===== src/rtl/fib_index_finder_if.sv =====
// Go/done handshake bundle shared by the Fibonacci generator and index finder.
interface fib_index_finder_if #(
  parameter int unsigned WIDTH     = 16,
  parameter int unsigned IDX_WIDTH = 5
);
  logic                 go;
  logic [WIDTH-1:0]     numberIn;
  logic [IDX_WIDTH-1:0] indexOut;
  logic                 isFib;
  logic                 done;
  logic                 busy;

  // Requester side: issues go/numberIn, observes the result.
  modport master (
    output go,
    output numberIn,
    input  indexOut,
    input  isFib,
    input  done,
    input  busy
  );

  // Finder side: accepts go/numberIn, produces the result.
  modport slave (
    input  go,
    input  numberIn,
    output indexOut,
    output isFib,
    output done,
    output busy
  );
endinterface


===== src/rtl/fib_index_finder.sv =====
// Iterative inverse Fibonacci: walks F(0), F(1), ... one term per clock until
// the running term reaches or passes the captured target, then reports the
// matching index (or the index of the largest smaller term) with a done pulse.
module fib_index_finder #(
  parameter int unsigned WIDTH     = 16,
  parameter int unsigned IDX_WIDTH = 5
) (
  input logic               clk,
  input logic               reset,
  fib_index_finder_if.slave bus
);

  // One extra bit so the first term above any WIDTH-bit target is representable.
  localparam int unsigned TW = WIDTH + 1;

  typedef enum logic {
    IDLE   = 1'b0,
    SEARCH = 1'b1
  } state_t;

  state_t               state_q;
  logic [WIDTH-1:0]     target_q;
  logic [TW-1:0]        a_q;
  logic [TW-1:0]        b_q;
  logic [IDX_WIDTH-1:0] idx_q;
  logic [IDX_WIDTH-1:0] index_q;
  logic                 is_fib_q;
  logic                 done_q;
  logic                 busy_q;

  logic [TW-1:0]        b_d;
  logic [IDX_WIDTH-1:0] idx_d;
  logic [IDX_WIDTH-1:0] idx_below_c;
  logic [TW-1:0]        target_ext_c;
  logic                 a_eq_c;
  logic                 a_gt_c;

  // Next term, next index and the comparison of the current term to the target.
  always_comb begin
    target_ext_c = TW'(target_q);
    b_d          = a_q + b_q;
    idx_d        = idx_q + IDX_WIDTH'(1);
    idx_below_c  = idx_q - IDX_WIDTH'(1);
    a_eq_c       = (a_q == target_ext_c);
    a_gt_c       = (a_q > target_ext_c);
  end

  // Control FSM, term registers and registered result outputs.
  always_ff @(posedge clk or posedge reset) begin
    if (reset) begin
      state_q  <= IDLE;
      target_q <= '0;
      a_q      <= '0;
      b_q      <= '0;
      idx_q    <= '0;
      index_q  <= '0;
      is_fib_q <= 1'b0;
      done_q   <= 1'b0;
      busy_q   <= 1'b0;
    end else begin
      done_q <= 1'b0;
      case (state_q)
        IDLE: begin
          if (bus.go) begin
            target_q <= bus.numberIn;
            a_q      <= '0;
            b_q      <= TW'(1);
            idx_q    <= '0;
            busy_q   <= 1'b1;
            state_q  <= SEARCH;
          end
        end
        SEARCH: begin
          if (a_eq_c) begin
            index_q  <= idx_q;
            is_fib_q <= 1'b1;
            done_q   <= 1'b1;
            busy_q   <= 1'b0;
            state_q  <= IDLE;
          end else if (a_gt_c) begin
            // a > target implies a > 0, so idx is at least 1 here.
            index_q  <= idx_below_c;
            is_fib_q <= 1'b0;
            done_q   <= 1'b1;
            busy_q   <= 1'b0;
            state_q  <= IDLE;
          end else begin
            a_q   <= b_q;
            b_q   <= b_d;
            idx_q <= idx_d;
          end
        end
        default: begin
          state_q <= IDLE;
          busy_q  <= 1'b0;
        end
      endcase
    end
  end

  // Drive the interface straight from the result registers.
  assign bus.indexOut = index_q;
  assign bus.isFib    = is_fib_q;
  assign bus.done     = done_q;
  assign bus.busy     = busy_q;

endmodule


===== src/flat_wrapper.sv =====
// flat-port wrapper written by rule: the top's interface ports become plain ports
module fib_index_finder_flat 
#(
  parameter int unsigned WIDTH     = 16,
  parameter int unsigned IDX_WIDTH = 5
)
  (clk, reset, bus_go, bus_numberIn, bus_indexOut, bus_isFib, bus_done, bus_busy);
  fib_index_finder_if #(.WIDTH(WIDTH), .IDX_WIDTH(IDX_WIDTH)) bus_i ();
  input logic clk;
  input logic reset;
  input wire logic [$bits(bus_i.go)-1:0] bus_go;
  input wire logic [$bits(bus_i.numberIn)-1:0] bus_numberIn;
  output wire logic [$bits(bus_i.indexOut)-1:0] bus_indexOut;
  output wire logic [$bits(bus_i.isFib)-1:0] bus_isFib;
  output wire logic [$bits(bus_i.done)-1:0] bus_done;
  output wire logic [$bits(bus_i.busy)-1:0] bus_busy;
  assign bus_i.go = bus_go;
  assign bus_i.numberIn = bus_numberIn;
  assign bus_indexOut = bus_i.indexOut;
  assign bus_isFib = bus_i.isFib;
  assign bus_done = bus_i.done;
  assign bus_busy = bus_i.busy;
  fib_index_finder #(.WIDTH(WIDTH), .IDX_WIDTH(IDX_WIDTH)) u_core (.clk(clk), .reset(reset), .bus(bus_i));
endmodule

===== config.mk =====
export PLATFORM = sky130hd
export DESIGN_NAME = fib_index_finder_flat
export DESIGN_NICKNAME = d
export VERILOG_FILES = /design/src/rtl/fib_index_finder_if.sv /design/src/rtl/fib_index_finder.sv /design/src/flat_wrapper.sv
export SDC_FILE = /design/constraint.sdc
export NUM_CORES = 1
export LEC_CHECK = 0
export CAP_MARGIN = 25
export CORE_MARGIN = 4
export CORE_UTILIZATION = 55
export CTS_CLUSTER_SIZE = 30
export DETAILED_ROUTE_END_ITERATION = 8
export DONT_BUFFER_PORTS = 1
export PLACE_DENSITY = 0.7
export SYNTH_ARGS = -nofsm -noshare
export SYNTH_HDL_FRONTEND = slang
export SYNTH_SLANG_ARGS = --single-unit

===== constraint.sdc =====
create_clock -name clk -period 5.3 [get_ports clk]
set_input_delay 1.06 -clock clk [delete_from_list [all_inputs] [get_ports clk]]
set_output_delay 1.06 -clock clk [all_outputs]
set_load 0.01 [all_outputs]

# Word-level counts from Yosys, hierarchy flattened
# Index checks and enable logic that the tools add are counted.
dict set report word_totals {
  elab_cells 50
  reg_bits 64
}
dict set report classes {
  n_eq_ne 5
  muxes 26
  n_addsub 3
  order_cmp 1
  n_reduce_logical 5
  n_bitwise 1
}
# operator n
set ops {}
lappend ops {{$mux W17} 6}
lappend ops {{$pmux W17 S2} 2}
lappend ops {{$mux W5} 5}
lappend ops {{$add A17 B17 Y17} 1}
lappend ops {{$eq A17 B16 Y1} 1}
lappend ops {{$gt A17 B16 Y1} 1}
lappend ops {{$mux W1} 10}
lappend ops {{$pmux W5 S2} 1}
lappend ops {{$ne A2 B2 Y1 const B} 3}
lappend ops {{$reduce_and A2 Y1} 3}
lappend ops {{$add A5 B1 Y5 const B} 1}
lappend ops {{$sub A5 B1 Y5 const B} 1}
lappend ops {{$pmux W1 S2} 2}
lappend ops {{$ne A3 B3 Y1 const B} 1}
lappend ops {{$reduce_and A3 Y1} 1}
lappend ops {{$reduce_bool A2 Y1} 1}
lappend ops {{$not A1 Y1} 1}

# Longest topological paths before layout
# Gate-level depths: netlist of run 1.
dict set report depth {
  ltp_word 4
  depth_mapped 12
  mapped_depth_nobuf 10
}

# Worst setup path after synthesis of run 1
# No wires, ideal clock.
dict set report synth_path {
  kind {register to register}
  startpoint {register u_core.a_q[8]}
  endpoint {register u_core.a_q[16]}
  n_path_buf 3
  path_stages_with_launch 11
  slack_ns 3.032
  period_less_slack_ns 2.268
  t_required_ns 5.179
  arrival_ns 2.147
  cell_sequence {dfrtp_1 -> ha_1 -> nand4_1 -> nor4_4 -> and2_4 -> buf_6 -> a2111oi_4 -> and3_1 -> buf_2 -> buf_6 -> a22o_1}
}
dict set report synth_via {
  elab_chain_cells 3
  word_cells_on_any_way 5
  cone_classes {order compare (1); eq/ne (3); reduce/logical (1)}
}
# item line_no
set synth_lines {}
lappend synth_lines {{from (decl)} fib_index_finder.sv:23} ;# logic [TW-1:0] a_q;
lappend synth_lines {{from (signal assigned)} fib_index_finder.sv:88} ;# a_q <= b_q;
lappend synth_lines {{$gt A17 B16 Y1 or $eq A17 B16 Y1 (tied branches)} {fib_index_finder.sv:45, fib_index_finder.sv:44}}
lappend synth_lines {{$ne A2 B2 Y1 (no source line)} n/a}
lappend synth_lines {{$reduce_and A3 Y1 (no source line) (*)} n/a}
# Every way passes the cells marked *; elsewhere a longest branch is shown, timed or not.
# A chain may end at the register's enable or synchronous reset.

# Worst setup path in the final report of run 1
dict set report layout_path {
  startpoint {register u_core.a_q[7]}
  endpoint {register u_core.b_q[13]}
}
dict set report layout_via {
  elab_chain_cells 4
  word_cells_on_any_way 9
  cone_classes {add/sub (1); order compare (1); eq/ne (3); mux (3); reduce/logical (1)}
}
# item line_no
set layout_lines {}
lappend layout_lines {{$add A17 B17 Y17} fib_index_finder.sv:41} ;# b_d = a_q + b_q;
lappend layout_lines {{$mux W17} fib_index_finder.sv:80} ;# end else if (a_gt_c) begin
lappend layout_lines {{$mux W17} fib_index_finder.sv:74} ;# if (a_eq_c) begin
lappend layout_lines {{$pmux W17 S2} fib_index_finder.sv:62} ;# case (state_q)
lappend layout_lines {{to (signal assigned)} fib_index_finder.sv:54} ;# b_q <= '0;
lappend layout_lines {{to (signal assigned)} fib_index_finder.sv:67} ;# b_q <= TW'(1);
lappend layout_lines {{to (signal assigned)} fib_index_finder.sv:89} ;# b_q <= b_d;
lappend layout_lines {{to (decl)} fib_index_finder.sv:24} ;# logic [TW-1:0] b_q;
# Several ways; a longest one is shown, not always the timed one. The select of a mux whose other input is x is not followed.

==> results of run 1 <==
## worst min-delay path by stage
stage	from	to	slack [ns]	depth (start not counted)
finish	u_core.b_q[11]	u_core.a_q[11]	0.51	2
global placement	u_core.b_q[12]	u_core.a_q[12]	0.48	2
detailed placement	u_core.b_q[11]	u_core.a_q[11]	0.49	2
global route	u_core.b_q[7]	u_core.a_q[7]	0.53	2
floorplan	u_core.target_q[0]	u_core.target_q[0]	0.45	2
CTS	u_core.b_q[11]	u_core.a_q[11]	0.51	2
## stage by stage
step	cells	utilization	setup WS [ns]
5_1_grt	501	0.598	2.09
6_report	501	0.598	2.29
2_1_floorplan	422	-	2.64
4_1_cts	501	0.598	2.25
3_3_place_gp	484	0.567	2.10
3_5_place_dp	485	0.570	2.28
## cell type report
class,instances,area [um2],area share
clock buffer,10,128,0.0316
clock inverter,6,60.1,0.0149
tap,80,100,0.0248
inverter,31,116,0.0288
timing repair buffer,4,42.5,0.0105
multi-input combinational,306,1990,0.493
sequential,64,1600,0.396
## sequential cells by signal, summed over array words and instances, names as in the netlist
register,cells
u_core.bus.busy,1
u_core.a_q,17
u_core.bus.indexOut,5
u_core.bus.isFib,1
u_core.bus.done,1
u_core.state_q,1
u_core.b_q,17
u_core.idx_q,5
u_core.target_q,16
## kinds of logic (layout without fill, tap and decap cells)
group / Yosys count / in the layout / synth area share
flip-flops: 64 / 64 / 0.419
buffers and inverters: 52 / 51 / 0.0593
AO/OA/AOI/OAI: 108 / 108 / 0.177
XOR/XNOR: 17 / 17 / 0.0390
adder cells (fa/ha/maj): 35 / 35 / 0.117
AND/OR/NAND/NOR: 144 / 144 / 0.184
multiplexers: 2 / 2 / 0.00524
## routing by layer
| metal | part of all wire | routed length, um | GRT usage |
|---|---|---|---|
| met2 | 0.45 | 3580 | 0.316 |
| met1 | 0.49 | 3950 | 0.286 |
| met3 | 0.051 | 414 | 0.0447 |
| met5 | 0 | 0 | 0 |
| met4 | 0.012 | 93 | 0.0553 |
## cells in the final DEF (no fill, tap or decap), types with 3 or more instances in the layout
master	synthesis	layout
clkinv_2	0	3
o21ai_1	26	26
a21o_1	10	10
nand2b_1	5	5
nor2_1	9	9
clkbuf_8	0	9
dfrtp_1	64	64
o21ai_0	28	28
nor2b_1	4	3
buf_4	0	3
ha_1	34	34
nand3_1	41	41
nand2_1	67	67
a31oi_1	3	3
xnor2_1	10	10
nand4_1	4	4
inv_1	31	30
a21oi_1	22	22
xor2_1	7	7
## where the power goes
group / total (uW) / internal (uW) / switching [uW]
clock: 405 / 215 / 190
sequential: 802 / 668 / 134
combinational: 1080 / 403 / 673
total: 2280 / 1290 / 997
## worst max-delay path, stage by stage (launching register included)
cell and delay [ns]:
dfrtp_1 0.41, ha_1 0.33, nand4_1 0.22, nor4_4 0.09
and2_4 0.20, a2111oi_4 0.35, and3_1 0.92, o311ai_1 0.26
o32ai_2 0.14
==> results.yml, run 1 <==
outcome:
  status: "finished, final reports clean"
clocking:
  post_cts_resize_count: 0
  clk_pin_slew_ns: 0.07
  root_buffer: "clkbuf_8"
  cts_tree: "yes"
  hold_buffers: 0
  cts_made_buffers: 9
  clock-sinks: 64
  post_cts_buffers: 0
  cts_buffer_depth: 2
  htreeDepth: 3
  worstSkewPairLatency_ns: 0.34
logic_synthesis:
  synthesis.instances: 422
  synth-main-ff-cell: "dfrtp_1"
  ys_top_cells_by_count: "67 x nand2_1, 64 x dfrtp_1, 41 x nand3_1"
  netlist.area_leader.share: 0.419
  netlist_area_um2: 3820
  synth-seq-area-share: 0.419
  synth_enable_flop_cells: 0
  synth.area.top_cells: "dfrtp_1 42%, ha_1 11%, nand2_1 6.6%, nand3_1 5.4%, o21ai_0 3.7%"
  ys_types: 50
  ys_ff_latch: 64
  post_synth.cell_area_avg_um2: 9.05
  yosysTopAreaCell: "dfrtp_1"
  ys_warn_count: 0
  yosysMostFrequentCell: "nand2_1"
  synth-async-reset-ratio: 1.00
  syn-num-nets: 476
finish:
  fill_cells: 592
  final_nets: 470
  final_area_um2: 4040
  syn2layout_area_growth_pct: 5.83
  drive_gt1_frac: 0.0713
  n_antenna_cell: 0
global_route:
  antenna_found_initial: 0
  grt_first_pass_wirelength_um: 13400
  grt_util_all_layers: 0.203
  grt.overflow.total: 0
  grt_pass1_vias: 2769
  grt_max_degree: 38
detailed_routing:
  ant_nets: 0
  routed_wl_um: 8040
  dr.first_iter.drc_count: 112
  viasPerCell: 5.81
  num_vias: 2910
  wire_per_inst_um: 16.0
  first_pass_iters: 4
  route.detailed.drc: 0
critical_path:
  critPathCaptureType: "flip-flop"
  critPathCapture: "u_core.b_q[13]"
  critPathKind: "reg2reg"
  critical_path_arrival_ns: 3.26
  reg2reg_slack_ns: 2.29
  cp.required_ns: 5.55
  startpoint_type: "flip-flop"
  r2r_start: "u_core.a_q[7]"
  regToRegEndpoint: "u_core.b_q[13]"
  r2r_cells: 8
  critPathMaxFanout: 22
  startpoint: "u_core.a_q[7]"
sta:
  drv_slew: 0
  tns_ns: 0
  min_period_ns: 3.01
  rsz0062_at_grt: "no"
  finalSetupViolCount: 0
  period_share: 0.568
  worst_hold_slack_ns: 0.506
  final_hold_viol_count: 0
  slew_headroom: 0.302
  fmax_ghz: 0.332
  skew_ns: 0.00631
  worstMarginPinSlew_ns: 1.05
power:
  power_per_cell_area_nw_per_um2: 565
  peakVddDrop_mv: 0.273
  total_power_uw: 2280
  p_leak_uw: 0.00198
floorplan:
  die_h_um: 91.3
  dieArea_um2: 8340
  die_w_um: 91.3
  core.rowCount: 30
  core_area_um2: 6760
  start_util: 0.565
  io_pins: 27
min_path:
  min_path_type: "reg2reg"
place:
  dpl_cell_area_um2: 3850
  hpwl_um: 5780
  io_buffers: 0
  globalplace.congestion: 0.847
run:
  cap_violations: 0
Note: power is estimated with default switching activity, not from simulation.
==> run 2, diff against run 1 <==
==> constraint.sdc (replaced) <==
create_clock -name clk -period 3.1 [get_ports clk]
set_input_delay 0.62 -clock clk [delete_from_list [all_inputs] [get_ports clk]]
set_output_delay 0.62 -clock clk [all_outputs]
set_load 0.01 [all_outputs]
==> run 2 against run 1 <==
Worst setup slack worse by 1.9 ns. Hold slack worse by 0.13 ns. First-iteration DRC count up 21%. Total power up 75%. Register-to-register slack worse by 1.9 ns. Global-route usage down 0.095 points. Die area unchanged. Wire length down 3.0%. Utilization up 0.52 points. Combinational power up 67%. Fmax up 12%. Clock-buffer cell count unchanged.
==> results.yml, run 2 (synthesis results as in run 1) <==
finish:
  final_area_um2: 4080
  post-route-util: 0.603
  final_nets: 472
  drive_gt1_frac: 0.0757
  syn2layout_area_growth_pct: 6.75
  final_cell_mix: "67 x nand2_1, 64 x dfrtp_1, 41 x nand3_1, 34 x ha_1, 30 x inv_1"
  fin_cells: 503
  final_common_cell: "nand2_1"
  fill_cells: 577
  reg.largest.list: "u_core.a_q x17, u_core.b_q x17, u_core.target_q x16"
  n_antenna_cell: 0
floorplan:
  die_h_um: 91.3
  core_area_um2: 6760
  start_util: 0.565
  core.rowCount: 30
  dieArea_um2: 8340
  io_pins: 27
  die_w_um: 91.3
sta:
  final_hold_viol_count: 0
  skew_ns: 0.0107
  fmax_ghz: 0.371
  period_share: 0.871
  drv_slew: 0
  worstMarginPinSlew_ns: 0.784
  slew_headroom: 0.477
  finalSetupViolCount: 0
  tns_ns: 0
  rsz0062_at_grt: "no"
  min_period_ns: 2.70
global_route:
  grt.overflow.total: 0
  grt_util_all_layers: 0.202
  grt_first_pass_wirelength_um: 13500
  grt_max_degree: 65
  antenna_found_initial: 0
  grt_pass1_vias: 2811
power:
  total_power_uw: 4000
  peakVddDrop_mv: 0.300
  power_per_cell_area_nw_per_um2: 980
  p_leak_uw: 0.00200
detailed_routing:
  viasPerCell: 5.84
  wl_met2_um: 3350
  dr.first_iter.drc_count: 135
  wl_met1_um: 3950
  routed_wl_um: 7800
  num_vias: 2936
  first_pass_iters: 4
  ant_nets: 0
  wire_per_inst_um: 15.5
  route.detailed.drc: 0
  dr_wl_met3_um: 342
  routed.top_layer: "met4"
clocking:
  worstSkewPairLatency_ns: 0.36
  clock-sinks: 64
  cts_made_buffers: 9
  htreeDepth: 3
  post_cts_buffers: 0
  hold_buffers: 0
  post_cts_resize_count: 0
  clk_pin_slew_ns: 0.08
  cts_tree: "yes"
  root_buffer: "clkbuf_8"
  cts_buffer_depth: 2
place:
  dpl_cell_area_um2: 3860
  globalplace.congestion: 0.803
  hpwl_um: 5740
  placed_cells: 487
  io_buffers: 0
run:
  cap_violations: 0
min_path:
  min_path_type: "in2async"
critical_path:
  critical_path_arrival_ns: 2.96
  cp_cell_sequence: "ha_1 -> nand4_1 -> nor4_4 -> and2_4 -> a2111oi_4 -> nand3_2 -> buf_4 -> o31ai_1"
  critPathMaxFanout: 21
  cp_slowest_stage_delay_ns: 0.43
  startpoint_type: "flip-flop"
  cp.required_ns: 3.36
  critPathCaptureType: "flip-flop"
  critPathTopFamily: "simple AND/OR/NAND/NOR gates"
  critPathSlowestCell: "dfrtp_1"
  path_buf_inv: 1
  critPathKind: "reg2reg"
outcome:
  status: "finished, final reports clean"
[run 2: cell types whose count changed in the layout (fill, tap and decap cells not counted), sizes merged]
cell    change
buf         +2
clkinv      -2
bufinv      +1
inv         +1
[run 2: power breakdown]
group	leakage [uW]	internal, uW	switching (uW)
combinational	0.00107	688	1110
clock	0.000103	457	353
sequential	0.000826	1140	244
total	0.00200	2290	1710
[run 2: worst reg2reg max path, delay by kind of cell (launching register included)]
family                   cells  cell delay, ns
adder cells (fa/ha/maj)      1            0.35
buffers and inverters        1            0.36
AND/OR/NAND/NOR              4            0.87
AO/OA/AOI/OAI                2            0.60
flip-flops                   1            0.43
[run 2: cell type report]
type / count / area [um2] / area share
clock buffer: 10 / 128 / 0.0313
clock inverter: 6 / 92.6 / 0.0227
sequential: 64 / 1600 / 0.393
tap: 80 / 100 / 0.0246
inverter: 31 / 116 / 0.0285
multi-input combinational: 306 / 1990 / 0.489
timing repair buffer: 6 / 45.0 / 0.0110
[run 2: per-layer routing]
layer	vias to the layer above	global-route usage
met4	0	0.0892
met2	72	0.302
met1	1392	0.287
met5	-	0
li1	1457	-
met3	15	0.0365
[run 2: metrics by stage]
| step | hold slack [ns] | setup WS (ns) |
|---|---|---|
| 6_report | 0.373 | 0.401 |
| 5_1_grt | 0.379 | 0.237 |
| 4_1_cts | 0.373 | 0.434 |
| 3_5_place_dp | 0.478 | 0.463 |
| 3_3_place_gp | 0.474 | 0.521 |
| 2_1_floorplan | 0.450 | 0.832 |
[run 2: path summary, 6_finish.rpt]
path	startpoint	endpoint	slack [ns]	cells after the start
max in group asynchronous	reset	u_core.a_q[10]	2.21	2
min in group clk	bus_numberIn[0]	u_core.target_q[0]	0.38	2
min	reset	u_core.target_q[5]	0.37	2
min reg2reg	u_core.b_q[5]	u_core.a_q[5]	0.50	2
max reg2reg	u_core.a_q[8]	u_core.b_q[5]	0.40	8
max	u_core.a_q[8]	u_core.b_q[5]	0.40	8
